File: config.mk
export PLATFORM = sky130hd
export DESIGN_NAME = exc_unit
export DESIGN_NICKNAME = d
export VERILOG_FILES = /design/src/rtl/exc_unit.sv
export SDC_FILE = /design/constraint.sdc
export NUM_CORES = 1
export LEC_CHECK = 0
export CELL_PAD_IN_SITES_DETAIL_PLACEMENT = 1
export CELL_PAD_IN_SITES_GLOBAL_PLACEMENT = 1
export CORE_MARGIN = 8
export CORE_UTILIZATION = 30
export CTS_CLUSTER_DIAMETER = 80
export DETAILED_ROUTE_END_ITERATION = 8
export HOLD_SLACK_MARGIN = 0.1
export PLACE_DENSITY = 0.81
export SKIP_CTS_REPAIR_TIMING = 1
export SLEW_MARGIN = 30
export SYNTH_ARGS = -nofsm -noshare
export SYNTH_HDL_FRONTEND = slang
export SYNTH_SLANG_ARGS = --single-unit
File: constraint.sdc
create_clock -name clk -period 1.95 [get_ports clk]
set_clock_uncertainty 0.1 [all_clocks]
set_input_delay 0.195 -clock clk [delete_from_list [all_inputs] [get_ports clk]]
set_output_delay 0.195 -clock clk [all_outputs]
set_load 0.02 [all_outputs]
File: src/rtl/exc_unit.sv
// rtl/exc_unit.sv - exception/interrupt sequencer: flush, CP0 entry/return, fetch redirect.
// Optional EXC_IRQ_SYNC_EN: two-flop synchronizer on the irq lines.
module exc_unit (
    input  logic        clk,
    input  logic        rst_n,
    input  logic [5:0]  irq,
    input  logic [5:0]  irq_mask,
    input  logic        ie,
    input  logic        syscall_req,
    input  logic        eret_req,
    input  logic        ovf_req,
    input  logic [29:0] req_pc,
    output logic [2:0]  exc_cp0op,
    output logic [4:0]  exc_code,
    output logic [29:0] exc_pc,
    output logic        flush,
    output logic        stall,
    output logic        redirect,
    output logic        redirect_sel
);

    typedef enum logic [1:0] {IDLE, FLUSH, ENTER, RETURN} state_t;

    state_t      state;
    logic        exl;
    logic [5:0]  irq_q;
    logic [5:0]  pending;
    logic        irq_take;
    logic        take;
    logic [4:0]  take_code;

`ifdef EXC_IRQ_SYNC_EN
    logic [5:0] irq_s1;
    logic [5:0] irq_s2;

    always_ff @(posedge clk or negedge rst_n) begin
        if (!rst_n) begin
            irq_s1 <= 6'h00;
            irq_s2 <= 6'h00;
        end else begin
            irq_s1 <= irq;
            irq_s2 <= irq_s1;
        end
    end

    assign irq_q = irq_s2;
`else
    assign irq_q = irq;
`endif

    assign pending  = irq_q & irq_mask;
    assign irq_take = ie && !exl && (|pending);
    assign take     = ovf_req || syscall_req || irq_take;

    always_comb begin
        take_code = 5'd0;
        if (ovf_req)          take_code = 5'd12;
        else if (syscall_req) take_code = 5'd8;
    end

    // Outputs are registered: each decision shows up in the cycle after its edge.
    always_ff @(posedge clk or negedge rst_n) begin
        if (!rst_n) begin
            state        <= IDLE;
            exl          <= 1'b0;
            exc_code     <= 5'd0;
            exc_pc       <= 30'd0;
            exc_cp0op    <= 3'b000;
            flush        <= 1'b0;
            stall        <= 1'b0;
            redirect     <= 1'b0;
            redirect_sel <= 1'b0;
        end else begin
            exc_cp0op    <= 3'b000;
            flush        <= 1'b0;
            stall        <= 1'b0;
            redirect     <= 1'b0;
            redirect_sel <= 1'b0;
            case (state)
                IDLE: begin
                    if (take) begin
                        exc_code <= take_code;
                        exc_pc   <= req_pc;
                        state    <= FLUSH;
                        flush    <= 1'b1;
                        stall    <= 1'b1;
                    end else if (eret_req && exl) begin
                        state        <= RETURN;
                        exc_cp0op    <= 3'b100;
                        redirect     <= 1'b1;
                        redirect_sel <= 1'b1;
                        flush        <= 1'b1;
                    end
                end
                FLUSH: begin
                    state     <= ENTER;
                    exc_cp0op <= 3'b011;
                    redirect  <= 1'b1;
                end
                ENTER: begin
                    exl   <= 1'b1;
                    state <= IDLE;
                end
                RETURN: begin
                    exl   <= 1'b0;
                    state <= IDLE;
                end
                default: state <= IDLE;
            endcase
        end
    end

endmodule

==> results.sh, run 1 <==
export IMPL_synth_top_family_by_area="multiplexers"
export IMPL_final_setup_viol_count=0
export IMPL_cts_max_path_buffers=2
export IMPL_die_h_um=90.9
export IMPL_crit_required_ns=2.03
export IMPL_critPathMaxStageDelay_ns=0.47
export IMPL_wirelength_um=4580
export IMPL_cts_clk_slew_worst_paths_ns=0.07
export IMPL_fin_setup_tns_ns=0
export IMPL_start_kind="primary input"
export IMPL_yosys_area_share_adder_pct=0
export IMPL_rows=27
export IMPL_arrival_ns=1.82
export IMPL_cts_tree="done"
export IMPL_synth_seq_cells=40
export IMPL_total_leakage_power_nw=1.16
export IMPL_endpoint_kind="flip-flop"
export IMPL_clk_latency_ns=0.29
export IMPL_worst_slack_ns=0.206
export IMPL_ys_warn_count=0
export IMPL_grt_ovfl_total=0
export IMPL_die_area_mm2=0.00826
export IMPL_drt_met1_wl_um=1980
export IMPL_maxCapViolations=0
export IMPL_final_period_utilization_pct=89.4
export IMPL_p_sw_share_pct=35.3
export IMPL_worst_path_max_delay_cell="clkdlybuf4s50_1"
export IMPL_avgSynthCellArea_um2=16.3
export IMPL_rr_startpoint="state[1]$_DFFE_PN0P_"
export IMPL_antenna_left=0
export IMPL_hpwl_um=3620
export IMPL_start_util_pct=30.7
export IMPL_grt_pass1_wl_um=7690
export IMPL_outcome="completed"
export IMPL_route_met3_wl_um=440
export IMPL_synth_xor_area_share_pct=0
export IMPL_highest_layer="met4"
export IMPL_drtIter0Drc=44
export IMPL_cp_max_fo=11
export IMPL_internal_power_mw=2.94
export IMPL_track_usage_pct=11.9
export IMPL_fin_crit_ns=1.74
export IMPL_synth_area_mm2=0.00168
export IMPL_synthCells=103
export IMPL_hold_start="ovf_req"
export IMPL_wl_met2_um=2070
export IMPL_remaining_drc_errors=0
export IMPL_place_inst=259
export IMPL_cp_cell_sequence="clkdlybuf4s50_1 -> or2_1 -> o21ai_1 -> a31oi_4 -> buf_4 -> mux2_2"
export IMPL_clock_sinks=40
export IMPL_diodes=0
export IMPL_ys_types=21
export IMPL_drive_above_1_share_pct=24.6
export IMPL_critPathKind="primary input to flip-flop"
export IMPL_die_w_um=90.9
export IMPL_clockPowerShare_pct=11.2
export IMPL_drtPass1Iterations=2
export IMPL_wire_per_inst_um=17.2
export IMPL_power_density_mw_per_mm2=1680
export IMPL_gp_congestion=0.675
export IMPL_whs_ns=0.386
export IMPL_ir_drop_v=0.000586
export IMPL_r2r_slack_ns=0.26
export IMPL_final_cell_mix="clkdlybuf4s50_1 (85), dfrtp_1 (40), mux2_4 (25)"
export IMPL_synth_compound_area_share_pct=6.40
export IMPL_fin_nets=243
export IMPL_num_vias=1162
export IMPL_grt_start_max_net_pins=41
export IMPL_final_common_cell="clkdlybuf4s50_1"
export IMPL_clockRootBuffer="clkbuf_8"
export IMPL_hold_depth=3
export IMPL_seq_power_share_pct=32.8
export IMPL_fmax_ghz=0.573
export IMPL_core_area_mm2=0.00547
export IMPL_combinationalPowerShare_pct=56.0
export IMPL_area_delta_synth_final_pct=60.3
export IMPL_hp_class="primary input to flip-flop"
export IMPL_port_buffers=86
export IMPL_numCtsBuffers=5
export IMPL_io_pins=90
export IMPL_r2r_end="exc_pc[3]$_DFFE_PN0P_"
export IMPL_stdcell_count=267
export IMPL_hold_viol_final=0
export IMPL_utilization_pct=49.3
export IMPL_synth_mux_area_share_pct=26.3
export IMPL_grt_pass1_vias=1360
export IMPL_p_switching_mw=1.60
export IMPL_ys_seq_area_share_pct=59.5
export IMPL_rsz0062_at_grt="no"
export IMPL_maxSlewViolCount=0
export IMPL_htreeDepth=2
export IMPL_post_place_ws_ns=-0.110
export IMPL_via_per_inst=4.35
export IMPL_ff2ff_path_depth=5
export IMPL_holdPathEnd="exc_code[2]$_DFFE_PN0P_"
export IMPL_grt_antenna_before_repair=0
export IMPL_synthSimpleGateAreaFrac_pct=2.31
-- stage by stage --
stage | total power [mW] | area, um^2
2_1_floorplan | 2.96 | 1690
3_3_place_gp | 4.01 | 2610
3_5_place_dp | 4.07 | 2610
4_1_cts | 4.61 | 2690
5_1_grt | 4.82 | 2700
6_report | 4.53 | 2700
-- cell families (layout without fill, tap and decap cells) --
family,count (synthesis),in the layout
multiplexers,31,31
flip-flops,40,40
other,1,3
buffers and inverters,12,102
AO/OA/AOI/OAI,11,11
AND/OR/NAND/NOR,8,8
-- flip-flops by register name (all words and copies together) (netlist names) --
name / cells
exc_code: 2
exc_cp0op: 2
state: 2
exl: 1
stall: 1
redirect: 1
flush: 1
exc_pc: 30
-- critical path: cells and delay by family --
kind,cells,cell delay [ns]
buffers and inverters,2,0.72
AOI/OAI and AO/OA,2,0.33
and+or+nand+nor,1,0.21
muxes,1,0.36
-- power groups by stage --
stage	combinational (mW)	clock, mW	sequential [mW]
finish	2.54	0.510	1.49
detailed placement	2.57	0	1.50
global route	2.70	0.572	1.55
floorplan	1.01	0	1.95
CTS	2.58	0.536	1.49
global placement	2.53	0	1.48
-- cell type report --
class	count	area, um^2
fill	563	2780
inverter	3	11.3
clock inverter	1	5.00
tap	72	90.1
multi-input combinational	53	601
sequential	40	1000
timing repair buffer	92	916
clock buffer	6	72.6
-- routing by layer --
layer | track usage [%] | vias to the layer above
met1 | 14.2 | 560
met2 | 17.6 | 63
met4 | 5.87 | 0
met3 | 5.65 | 9
li1 | - | 530
met5 | 0 | -
-- cells in the mapped netlist --
cell type / count / share of area, %
inv_1: 3 / 0.67
conb_1: 1 / 0.22
o21ai_0: 2 / 0.60
o22ai_1: 2 / 0.74
nand2_1: 2 / 0.45
buf_4: 5 / 2.2
or2_1: 1 / 0.37
a22oi_1: 2 / 0.89
nor2_2: 1 / 0.37
mux2_4: 25 / 22
a31o_2: 2 / 1.0
dfrtp_1: 40 / 60
mux2_2: 6 / 4.0
o21ai_1: 1 / 0.30
a31oi_4: 1 / 1.3
a221oi_4: 1 / 1.6
buf_6: 3 / 2.0
nor2b_1: 1 / 0.37
buf_2: 1 / 0.30
nand3_1: 1 / 0.30
nor2_1: 2 / 0.45
-- how the worst max path moves through the flow --
stage	cells past startpoint	to	startpoint	slack [ns]
floorplan	5	exc_pc[10]$_DFFE_PN0P_	state[1]$_DFFE_PN0P_	0.23
global placement	6	exc_pc[4]$_DFFE_PN0P_	ovf_req	-0.09
detailed placement	6	exc_pc[3]$_DFFE_PN0P_	ovf_req	-0.11
CTS	6	exc_pc[3]$_DFFE_PN0P_	ovf_req	0.19
global route	6	exc_pc[3]$_DFFE_PN0P_	ovf_req	0.13
finish	6	exc_pc[3]$_DFFE_PN0P_	ovf_req	0.21
(Power assumes the default switching activity.)
==> run 2: changes to the inputs <==
Settings changed: TNS_END_PERCENT from default to 5.
==> results of run 2 <==
Same layout as run 1: the final DEF is identical, and so are final timing and power.
